===== config.mk =====
export PLATFORM = sky130hd
export DESIGN_NAME = ps2_kbd_rx
export DESIGN_NICKNAME = d
export VERILOG_FILES = /design/src/rtl/ps2_kbd_rx.sv
export SDC_FILE = /design/constraint.sdc
export NUM_CORES = 1
export LEC_CHECK = 0
export BUFFER_PORTS_ARGS = -buffer_cell sky130_fd_sc_hd__buf_2
export CELL_PAD_IN_SITES_DETAIL_PLACEMENT = 0
export CELL_PAD_IN_SITES_GLOBAL_PLACEMENT = 1
export CORE_MARGIN = 2
export CORE_UTILIZATION = 54
export DETAILED_ROUTE_END_ITERATION = 10
export GPL_ROUTABILITY_DRIVEN = 0
export PLACE_DENSITY_LB_ADDON = 0.25
export SYNTH_ARGS = -nofsm -noshare
export SYNTH_HDL_FRONTEND = slang
export SYNTH_SLANG_ARGS = --single-unit

===== constraint.sdc =====
create_clock -name pll0_250MHz -period 7.2 [get_ports pll0_250MHz]
set_clock_uncertainty 0.2 [all_clocks]
set_input_delay 0.36 -clock pll0_250MHz [delete_from_list [all_inputs] [get_ports pll0_250MHz]]
set_output_delay 0.36 -clock pll0_250MHz [all_outputs]
set_load 0.005 [all_outputs]

===== src/rtl/ps2_kbd_rx.sv =====
// PS/2 keyboard receiver: pin synchronisers, clock glitch filter, frame
// deserialiser with parity/framing/timeout checks, and a show-ahead FIFO
// feeding registered data and status bytes for the CPU input mux.
module ps2_kbd_rx #(
  parameter int unsigned FILT_LEN    = 128,
  parameter int unsigned TIMEOUT_CYC = 250000,
  parameter int unsigned FIFO_DEPTH  = 8
) (
  input  logic       pll0_250MHz,
  input  logic       reset,
  input  logic       ps2Clk,
  input  logic       ps2Data,
  input  logic       ps2DIn_cs,
  input  logic       ps2StIn_cs,
  output logic [7:0] ps2kybdData,
  output logic [7:0] ps2StatInp
);

  localparam int unsigned PW = $clog2(FIFO_DEPTH);
  localparam int unsigned CW = PW + 1;
  localparam int unsigned FW = $clog2(FILT_LEN + 1);
  localparam int unsigned TW = $clog2(TIMEOUT_CYC + 1);

  typedef enum logic [1:0] {IDLE, DATA, PARITY, STOP} rxState_e;

  logic          clkS1, clkS2, dataS1, dataS2;
  logic          filtClk, fallStb;
  logic [FW-1:0] filtCnt;

  rxState_e      rxState;
  logic [2:0]    bitCnt;
  logic [7:0]    shiftReg, pushByte;
  logic          parBit, pushReq;
  logic [TW-1:0] toCnt;
  logic          perrSet, ferrSet, toerrSet;

  logic [7:0]    mem [FIFO_DEPTH];
  logic [PW-1:0] wrPtr, rdPtr;
  logic [CW-1:0] count;
  logic          dinPrev, stPrev;
  logic          perr, ferr, ovr, toerr;

  logic popStb, clrStb, fifoEmpty, fifoFull, doPop, doWrite, ovrSet;

  always_comb begin
    popStb    = dinPrev & ~ps2DIn_cs;
    clrStb    = stPrev & ~ps2StIn_cs;
    fifoEmpty = (count == '0);
    fifoFull  = (count == CW'(FIFO_DEPTH));
    doPop     = popStb & ~fifoEmpty;
    // a pop in the same cycle frees the slot, so a full FIFO still accepts
    doWrite   = pushReq & (~fifoFull | doPop);
    ovrSet    = pushReq & fifoFull & ~doPop;
  end

  // two-stage synchronisers for the asynchronous pins, plus CPU select history
  always_ff @(posedge pll0_250MHz or posedge reset) begin
    if (reset) begin
      clkS1   <= 1'b1;
      clkS2   <= 1'b1;
      dataS1  <= 1'b1;
      dataS2  <= 1'b1;
      dinPrev <= 1'b0;
      stPrev  <= 1'b0;
    end else begin
      clkS1   <= ps2Clk;
      clkS2   <= clkS1;
      dataS1  <= ps2Data;
      dataS2  <= dataS1;
      dinPrev <= ps2DIn_cs;
      stPrev  <= ps2StIn_cs;
    end
  end

  // glitch filter: adopt a new clock level only after it holds FILT_LEN cycles
  always_ff @(posedge pll0_250MHz or posedge reset) begin
    if (reset) begin
      filtClk <= 1'b1;
      filtCnt <= '0;
      fallStb <= 1'b0;
    end else begin
      fallStb <= 1'b0;
      if (clkS2 == filtClk) begin
        filtCnt <= '0;
      end else if (filtCnt == FW'(FILT_LEN - 1)) begin
        filtClk <= clkS2;
        filtCnt <= '0;
        fallStb <= filtClk;
      end else begin
        filtCnt <= filtCnt + 1'b1;
      end
    end
  end

  // frame deserialiser with inter-edge timeout; emits one-cycle push/error pulses
  always_ff @(posedge pll0_250MHz or posedge reset) begin
    if (reset) begin
      rxState  <= IDLE;
      bitCnt   <= '0;
      shiftReg <= '0;
      parBit   <= 1'b0;
      toCnt    <= '0;
      pushReq  <= 1'b0;
      pushByte <= '0;
      perrSet  <= 1'b0;
      ferrSet  <= 1'b0;
      toerrSet <= 1'b0;
    end else begin
      pushReq  <= 1'b0;
      perrSet  <= 1'b0;
      ferrSet  <= 1'b0;
      toerrSet <= 1'b0;
      if (rxState == IDLE) begin
        toCnt <= '0;
        if (fallStb && !dataS2) begin
          rxState <= DATA;
          bitCnt  <= '0;
        end
      end else if (fallStb) begin
        toCnt <= '0;
        case (rxState)
          DATA: begin
            shiftReg <= {dataS2, shiftReg[7:1]};
            bitCnt   <= bitCnt + 1'b1;
            if (bitCnt == 3'd7) rxState <= PARITY;
          end
          PARITY: begin
            parBit  <= dataS2;
            rxState <= STOP;
          end
          STOP: begin
            rxState <= IDLE;
            if (!dataS2) begin
              ferrSet <= 1'b1;
            end else if (^{shiftReg, parBit}) begin
              pushReq  <= 1'b1;
              pushByte <= shiftReg;
            end else begin
              perrSet <= 1'b1;
            end
          end
          default: rxState <= IDLE;
        endcase
      end else if (toCnt == TW'(TIMEOUT_CYC - 1)) begin
        toerrSet <= 1'b1;
        toCnt    <= '0;
        rxState  <= IDLE;
      end else begin
        toCnt <= toCnt + 1'b1;
      end
    end
  end

  // FIFO storage; contents need no reset because reads are gated by count
  always_ff @(posedge pll0_250MHz) begin
    if (doWrite) mem[wrPtr] <= pushByte;
  end

  // FIFO pointers and occupancy
  always_ff @(posedge pll0_250MHz or posedge reset) begin
    if (reset) begin
      wrPtr <= '0;
      rdPtr <= '0;
      count <= '0;
    end else begin
      if (doWrite) wrPtr <= wrPtr + 1'b1;
      if (doPop)   rdPtr <= rdPtr + 1'b1;
      case ({doWrite, doPop})
        2'b10:   count <= count + 1'b1;
        2'b01:   count <= count - 1'b1;
        default: count <= count;
      endcase
    end
  end

  // sticky error flags; a set in the clearing cycle survives the clear
  always_ff @(posedge pll0_250MHz or posedge reset) begin
    if (reset) begin
      perr  <= 1'b0;
      ferr  <= 1'b0;
      ovr   <= 1'b0;
      toerr <= 1'b0;
    end else begin
      perr  <= perrSet  | (perr  & ~clrStb);
      ferr  <= ferrSet  | (ferr  & ~clrStb);
      ovr   <= ovrSet   | (ovr   & ~clrStb);
      toerr <= toerrSet | (toerr & ~clrStb);
    end
  end

  // registered CPU-facing data and status bytes
  always_ff @(posedge pll0_250MHz or posedge reset) begin
    if (reset) begin
      ps2kybdData <= '0;
      ps2StatInp  <= '0;
    end else begin
      ps2kybdData <= fifoEmpty ? 8'h00 : mem[rdPtr];
      ps2StatInp  <= {2'b00, toerr, ovr, ferr, perr, fifoFull, ~fifoEmpty};
    end
  end

endmodule


==> impl_metrics.tcl, run 1 <==
set metrics [dict create \
    status "finished clean" \
    die_h_um 111 \
    finalSetupViolCount 0 \
    synth.most_common_cell "dfrtp_1" \
    fp-row-count 39 \
    via_count 3290 \
    reg2reg_from "toCnt[11]" \
    htree_levels 4 \
    postCtsSetupRepairBufs 0 \
    synth_common_cells "dfrtp_1 (83), edfxtp_1 (64), nor2_1 (46)" \
    synth-async-reset-ratio_pct 57.9 \
    pre_cts_slack_ns 4.44 \
    max_stage_delay_ns 0.85 \
    startpoint_type "input port" \
    leakage_nw 3.03 \
    path_cells "dlygate4sd3_1 > buf_2 > nand2b_1 > nand3_1 > and2_1 > nand2_1 > nor3_1" \
    die_area_mm2 0.0123 \
    clockRootBuffer "clkbuf_16" \
    crit_path_end_kind "flop" \
    areaGrowthSynthToFinish_pct 14.1 \
    drive_gt1_share_pct 19.8 \
    r2r_end "rxState[1]" \
    maxCapViolCount 0 \
    setup_ws_ns 4.39 \
    ys_warn_count 0 \
    min_period_ns 2.81 \
    synth_top_area_cell "dfrtp_1" \
    slowest_stage "nor3_1" \
    relSlewSlack_pct 20.6 \
    rsz0062_at_grt "no" \
    grt_first_pass_wirelength_um 16600 \
    synth_seq_cells 152 \
    cts.clk_slew.worst_paths_ns 0.06 \
    yosys.area.top_type_share_pct 33.6 \
    synth_area_leaders "dfrtp_1 (34%), edfxtp_1 (31%), mux4_2 (5.8%)" \
    fmax_mhz 355 \
    synth_cells 429 \
    synth.distinct_cells 46 \
    fin_crit_sh_pct 39.1 \
    wl_per_cell_um 15.7 \
    hold_viol 0 \
    first_pass_iters 5 \
    synth-main-ff-cell "dfrtp_1" \
    grt_usage_pct 17.3 \
    grt_pass1_vias 3382 \
    critPathKind "input port to flop" \
    ff2ff_setup_slack_ns 4.59 \
    drtIter0Drc 143 \
    synth_edf_count 64 \
    initial_core_util_pct 54.8 \
    postCtsHoldBufs 4 \
    insertedDiodeCount 0 \
    seq_area_frac_synth_pct 66.8 \
    dp_hpwl_um 6270 \
    tritoncts "done" \
    nets 478 \
    coreArea_mm2 0.0113 \
    slew_viol_final 0 \
    power_density_mw_per_mm2 257 \
    cts_buffers 17 \
    clock_latency_ns 0.42 \
    clkSinkCount 152 \
    cp_data_arrival_time_ns 2.64 \
    critPathMaxFanout 8 \
    ios 22 \
    peakVddDrop_mv 0.137 \
    grt_max_degree 89 \
    via_per_inst 5.33 \
    clock_path_buffers 2 \
    postRouteAntennaNets 0 \
    worstMarginPinSlew_ns 1.18 \
    tns_ns 0 \
    fp.dieW_um 111 \
    hold_class "input port to asynchronous set/reset pin" \
    drc_errors 0 \
    reg2reg_depth 5 \
    syn_area_mm2 0.00618 \
    portBuffers 19 \
    syn_area_per_cell_um2 14.4 \
    grt_overflow_total 0 \
    critPathRequiredTime_ns 7.03 \
    grt_antenna_before_repair 0 \
    totalWireLength_um 9680 \
    ctsResizeCount 0 \
]
==> worst max-delay path, delay by kind of cell <==
kind / cells / cell delay [ns]
AND/OR/NAND/NOR: 5 / 1.63
buffers and inverters: 2 / 0.65
==> per-stage QoR <==
| step | cells | instance area [um^2] | util [%] | power [mW] | hold slack, ns |
|---|---|---|---|---|---|
| global placement | 581 | 6410 | 56.9 | 0.938 | 0.149 |
| CTS | 617 | 7050 | 62.6 | 1.83 | 0.135 |
| floorplan | 430 | 6180 | - | 0.933 | 0.145 |
| global route | 617 | 7050 | 62.6 | 1.87 | 0.164 |
| detailed placement | 581 | 6410 | 56.9 | 0.939 | 0.149 |
| finish | 617 | 7050 | 62.6 | 1.81 | 0.0939 |
==> cell type report <==
type                       instances  area [um^2]
timing repair buffer              26          158
clock buffer                      17          425
multi-input combinational        254         1950
sequential                       152         4130
fill                             828         4220
tap                              143          179
clock inverter                    15          178
inverter                          10         38.8
==> layer usage <==
metal	routed length (um)	share of wire (%)	vias to the layer above	GRT usage, %
met5	0	0	-	0
met4	148	1.5	0	7.50
met3	223	2.3	13	4.92
met2	4940	51	41	28.3
met1	4360	45	1645	21.8
li1	-	-	1591	-
==> how the worst max path moves through the flow <==
| stage | start | end | slack [ns] | cells after the start |
|---|---|---|---|---|
| 2_1_floorplan | reset | bitCnt[0] | 4.37 | 1 |
| 3_3_place_gp | ps2DIn_cs | mem[1][1] | 4.61 | 6 |
| 3_5_place_dp | ps2DIn_cs | mem[1][0] | 4.44 | 6 |
| 4_1_cts | ps2DIn_cs | mem[1][1] | 4.34 | 7 |
| 5_1_grt | ps2DIn_cs | mem[1][5] | 4.13 | 7 |
| 6_report | ps2DIn_cs | mem[1][1] | 4.39 | 7 |
==> power breakdown <==
part	total [mW]	switching [mW]	internal, mW
sequential	0.904	0.00217	0.902
clock	0.889	0.344	0.545
combinational	0.0183	0.0133	0.00497
total	1.81	0.359	1.45
==> logic make-up after synthesis <==
kind of cell / synth area share, %
and+or+nand+nor: 9.98
other: 0.0607
adders and majority gates: 2.23
AOI/OAI and AO/OA: 3.14
buffers and inverters: 1.76
xor gates and xnor gates: 5.65
DFF: 66.8
muxes: 10.4
==> state kept, by name (all words and copies together) (netlist names), 4 cells and up <==
| register | flops |
|---|---|
| filtCnt | 8 |
| shiftReg | 8 |
| ps2StatInp | 6 |
| pushByte | 8 |
| ps2kybdData | 8 |
| count | 4 |
| mem | 64 |
| toCnt | 18 |
==> cell usage in the layout (no fill, tap or decap), types with 3 or more instances in the layout <==
master	count
dfrtp_1	83
edfxtp_1	64
nor2_1	46
nand2_1	32
xnor2_1	23
buf_2	19
clkbuf_16	17
mux4_2	16
xor2_1	15
nand3_1	14
mux2_2	14
ha_1	11
mux2i_1	10
inv_1	9
o21ai_0	9
a21oi_1	7
nor4_1	6
nand2b_1	5
nor3_1	5
dfstp_2	5
and3_1	4
clkinv_4	4
dlygate4sd3_1	4
and2_1	3
nand4_1	3
a21o_1	3
nor2b_1	3
clkinvlp_4	3
bufinv_16	3
buf_4	3
Power figures use the tool's default switching activity.
==> run 2, diff against run 1 <==
--- a/config.mk
+++ b/config.mk
@@ -9,7 +9,7 @@
 export CELL_PAD_IN_SITES_DETAIL_PLACEMENT = 0
 export CELL_PAD_IN_SITES_GLOBAL_PLACEMENT = 1
 export CORE_MARGIN = 2
-export CORE_UTILIZATION = 54
+export CORE_UTILIZATION = 47
 export DETAILED_ROUTE_END_ITERATION = 10
 export GPL_ROUTABILITY_DRIVEN = 0
 export PLACE_DENSITY_LB_ADDON = 0.25
==> constraint.sdc (replaced) <==
create_clock -name pll0_250MHz -period 2.3 [get_ports pll0_250MHz]
set_clock_uncertainty 0.2 [all_clocks]
set_input_delay 0.115 -clock pll0_250MHz [delete_from_list [all_inputs] [get_ports pll0_250MHz]]
set_output_delay 0.115 -clock pll0_250MHz [all_outputs]
set_load 0.005 [all_outputs]
==> impl_metrics.tcl, run 2 (same netlist as run 1, synthesis figures left out) <==
set metrics [dict create \
    status "finished clean" \
    slew_viol_final 0 \
    pwr-share-comb_pct 1.2 \
    peakVddDrop_mv 0.565 \
    largestRegisters "mem (64), toCnt (18)" \
    htree_levels 4 \
    wl_per_cell_um 15.2 \
    wl_met2_um 5040 \
    relSlewSlack_pct 34.4 \
    clock_latency_ns 0.42 \
    tns_ns 0 \
    critPathRequiredTime_ns 2.40 \
    post-route-util_pct 57.8 \
    cts.clk_slew.worst_paths_ns 0.06 \
    final_common_cell "dfrtp_1" \
    fmax_mhz 456 \
    grt_usage_pct 16.0 \
    wl_met1_um 4700 \
    via_per_inst 5.08 \
    holdWs_ns 0.0737 \
    critPathMaxFanout 8 \
    tritoncts "done" \
    die_area_mm2 0.0141 \
    fp.dieW_um 119 \
    grt_antenna_before_repair 0 \
    grt_max_degree 33 \
    grt_pass1_vias 3466 \
    layout.cells.non_filler 670 \
    hold_class "input port to flop" \
    grt_overflow_total 0 \
    critPathKind "flop to flop" \
    postRouteAntennaNets 0 \
    drive_gt1_share_pct 25.3 \
    maxCapViolCount 0 \
    finalSetupViolCount 0 \
    highest-signal-layer "met4" \
    drtIter0Drc 166 \
    clock_path_buffers 2 \
    drc_errors 0 \
    areaGrowthSynthToFinish_pct 19.0 \
    min_period_ns 2.19 \
    cts_buffers 17 \
    dr_wl_met3_um 266 \
    hold_viol 0 \
    leakage_nw 3.18 \
    first_pass_iters 4 \
    totalWireLength_um 10200 \
    setup_ws_ns 0.107 \
    startpoint_type "flop" \
    regMostFlops "mem" \
    fp-row-count 41 \
    fin_crit_sh_pct 95.4 \
    nets 502 \
    layout_common_cells "dfrtp_1 (83), edfxtp_1 (64), nor2_1 (44)" \
    p_seq_share_pct 49.5 \
    largest_reg_flops 64 \
    power_density_mw_per_mm2 778 \
    place_inst 629 \
    crit_path_end_kind "flop" \
    p_int_mw 4.57 \
    die_h_um 119 \
    grt_first_pass_wirelength_um 17400 \
    dp_hpwl_um 6690 \
    clockRootBuffer "clkbuf_16" \
    coreArea_mm2 0.0127 \
    portBuffers 19 \
    worstMarginPinSlew_ns 0.976 \
    switching_power_mw 1.16 \
    clkSinkCount 152 \
    pwr-share-clk_pct 49.3 \
    p_sw_share_pct 20.2 \
    cp_data_arrival_time_ns 2.30 \
    via_count 3402 \
    insertedDiodeCount 0 \
    ios 22 \
    initial_core_util_pct 48.6 \
    pre_cts_slack_ns -0.0173 \
]
## run 2: changes by cell type in the layout (fill, tap and decap cells not counted), sizes merged
| cell | before | now |
|---|---|---|
| buf | 22 | 45 |
| clkinv | 8 | 4 |
| clkbuf | 17 | 19 |
| inv | 11 | 13 |
| dlygate4sd3 | 4 | 5 |
## run 2: area by class of cell
cell class	instances	area (um^2)
clock buffers	19	433
inverters	10	41.3
repair buffers	50	365
multi-input cells	254	2000
flip-flops and latches	152	4130
fillers	1044	5370
well taps	172	215
clock inverters	13	168
## run 2: worst paths after layout
check	slack (ns)	from	depth (start not counted)	to
hold reg to reg	0.16	dataS1	0	dataS2
min in group asynchronous	0.15	reset	3	wrPtr[2]
hold / removal	0.07	ps2DIn_cs	4	ovr
setup / recovery	0.11	shiftReg[6]	5	pushByte[1]
max in group asynchronous	1.11	reset	4	dataS1
setup reg to reg	0.11	shiftReg[6]	5	pushByte[1]
## run 2: through the flow
step,area (um^2),total power [mW]
global placement,6620,2.95
CTS,7280,5.78
global route,7360,5.91
detailed placement,6620,2.95
finish,7360,5.72
floorplan,6190,2.92
## run 2: critical path, cell delays in order, from the launching register on
cell	delay (ns)
dfrtp_1	0.43
xnor2_2	0.16
xnor2_1	0.16
xnor2_2	0.31
mux2i_4	0.44
mux2_2	0.38
## run 2: per-layer routing
layer / GRT usage [%] / up-vias
met5: 0 / -
met4: 7.14 / 0
met3: 4.34 / 18
met2: 25.0 / 39
met1: 21.1 / 1702
li1: - / 1643
## run 2: repair_timing
action / 4_1_cts / 5_1_grt
hold buffers: 5 / 0
pin swaps: 0 / 2
gates resized for setup: 2 / 8
cloned: 0 / 0
setup endpoints to repair: 1 / 48
buffers inserted: 0 / 4
hold endpoints to repair: 34 / 0
## run 2: power groups by stage
stage | sequential, mW | clock (mW) | combinational [mW]
finish | 2.83 | 2.82 | 0.0686
global placement | 2.88 | 0 | 0.0638
detailed placement | 2.88 | 0 | 0.0659
global route | 2.83 | 3.00 | 0.0813
floorplan | 2.88 | 0 | 0.0392
CTS | 2.83 | 2.88 | 0.0726
==> run 3, diff against run 2 <==
--- a/config.mk
+++ b/config.mk
@@ -12,6 +12,7 @@
 export CORE_UTILIZATION = 47
 export DETAILED_ROUTE_END_ITERATION = 10
 export GPL_ROUTABILITY_DRIVEN = 0
+export MAX_ROUTING_LAYER = met4
 export PLACE_DENSITY_LB_ADDON = 0.25
 export SYNTH_ARGS = -nofsm -noshare
 export SYNTH_HDL_FRONTEND = slang
==> impl_metrics.tcl, run 3 (same netlist as run 1, synthesis figures left out) <==
set metrics [dict create \
    post-route-util_pct 57.8 \
    regMostFlops "mem" \
    clockRootBuffer "clkbuf_16" \
    fmax_mhz 456 \
    clock_path_buffers 2 \
    grt_antenna_before_repair 0 \
    multi_input_area_mm2 0.00200 \
    drtIter0Drc 175 \
    ff2ff_setup_slack_ns 0.11 \
    grt_usage_pct 16.5 \
    grt_overflow_total 0 \
    placed_cell_area_mm2 0.00662 \
    leakage_nw 3.18 \
    startpoint_type "flop" \
    path_cells "buf_4 > nor4_4 > or2_4 > nor2_1 > xor2_1 > ha_1 > a221oi_2 > a21oi_1" \
    critPathRequiredTime_ns 2.40 \
    coreArea_mm2 0.0127 \
    max_stage_delay_ns 0.41 \
    grt_max_degree 33 \
    r2r_end "count[1]" \
    hold_start "ps2DIn_cs" \
    die_area_mm2 0.0141 \
    areaGrowthSynthToFinish_pct 19.0 \
    grt_first_pass_wirelength_um 17300 \
    ios 22 \
    peakVddDrop_mv 0.567 \
    via_per_inst 5.08 \
    fin_crit_sh_pct 95.4 \
    largestRegisters "mem (64), toCnt (18)" \
    fp-row-count 41 \
    cts_buffers 17 \
    holdPathEnd "ovr" \
    cp_data_arrival_time_ns 2.30 \
    final_common_cell "dfrtp_1" \
    first_pass_iters 4 \
    htree_levels 4 \
    grt_pass1_vias 3463 \
    slowest_stage "dfrtp_1" \
    drc_errors 0 \
    tritoncts "done" \
    holdPathStages 4 \
    clkSinkCount 152 \
    via_count 3406 \
    largest_reg_flops 64 \
    dp_hpwl_um 6690 \
    status "finished clean" \
    cts.clk_slew.worst_paths_ns 0.06 \
    critPathMaxFanout 6 \
    insertedDiodeCount 0 \
    tns_ns 0 \
    crit_path_end_kind "flop" \
    portBuffers 19 \
    wl_per_cell_um 15.3 \
    drive_gt1_share_pct 25.3 \
    reg2reg_from "count[3]" \
    maxCapViolCount 0 \
    postRouteAntennaNets 0 \
    finalSetupViolCount 0 \
    worstMarginPinSlew_ns 0.974 \
    die_h_um 119 \
    slew_viol_final 0 \
    initial_core_util_pct 48.6 \
    min_period_ns 2.19 \
    stdcell_area_mm2 0.00736 \
    critPathKind "flop to flop" \
    totalWireLength_um 10200 \
    hold_viol 0 \
    fp.dieW_um 119 \
    reg2reg_depth 8 \
    totalPowerFinal_mw 5.73 \
    pre_cts_slack_ns -0.0173 \
    hold_class "input port to flop" \
    power_density_mw_per_mm2 778 \
    nFillCells 1044 \
    layout_common_cells "dfrtp_1 (83), edfxtp_1 (64), nor2_1 (44)" \
    relSlewSlack_pct 34.5 \
    nets 502 \
    seqCellArea_mm2 0.00413 \
    clock_latency_ns 0.42 \
    setup_ws_ns 0.107 \
]
==> run 3: cell counts in the layout (fill, tap and decap cells not counted) <==
Identical to the previous run, type by type.
==> run 3: cell type report <==
type | count | area share, %
flip-flops and latches | 152 | 56.1
repair buffers | 50 | 4.97
well taps | 172 | 2.93
inverters | 10 | 0.561
clock buffers | 19 | 5.88
clock inverters | 13 | 2.28
multi-input cells | 254 | 27.2
==> run 3: per-layer routing <==
layer / GRT usage [%] / wire length, um / vias to the layer above
li1: - / - / 1642
met3: 3.91 / 270 / 21
met1: 21.1 / 4740 / 1705
met2: 25.0 / 5020 / 38
met5: - / 0 / -
met4: 7.59 / 200 / 0
==> run 3: worst max-delay path by stage <==
stage / startpoint / end / cells after the start
finish: count[3] / count[1] / 8
global route: count[3] / count[1] / 8
CTS: shiftReg[2] / pushByte[3] / 5
detailed placement: count[3] / count[1] / 8
global placement: count[3] / count[1] / 8
floorplan: count[1] / count[1] / 9
==> run 3: through the flow <==
stage               hold WS [ns]  instances
global route               0.104        670
global placement          0.0234        629
floorplan                -0.0805        430
finish                    0.0743        670
CTS                       0.0546        666
detailed placement        0.0220        629
==> run 3: repair_timing <==
action	CTS	global route
endpoints found under the hold margin	34	0
pin swaps	0	2
gates resized for setup	2	8
hold buffers	5	0
gates cloned	0	0
buffers inserted	0	4
endpoints found under the setup margin	1	48
==> run 3: power breakdown <==
| part | switching, mW | total [mW] | internal [mW] |
|---|---|---|---|
| sequential | 0.00723 | 2.83 | 2.82 |
| combinational | 0.0454 | 0.0691 | 0.0237 |
| clock | 1.11 | 2.83 | 1.72 |
==> run 3: worst max-delay path: cells and delay by family (launching register included) <==
family	cells	cell delay (ns)
AOI/OAI and AO/OA	2	0.29
adders and majority gates	1	0.31
buffers and inverters	1	0.16
and+or+nand+nor	3	0.54
DFF	1	0.41
xor gates and xnor gates	1	0.15
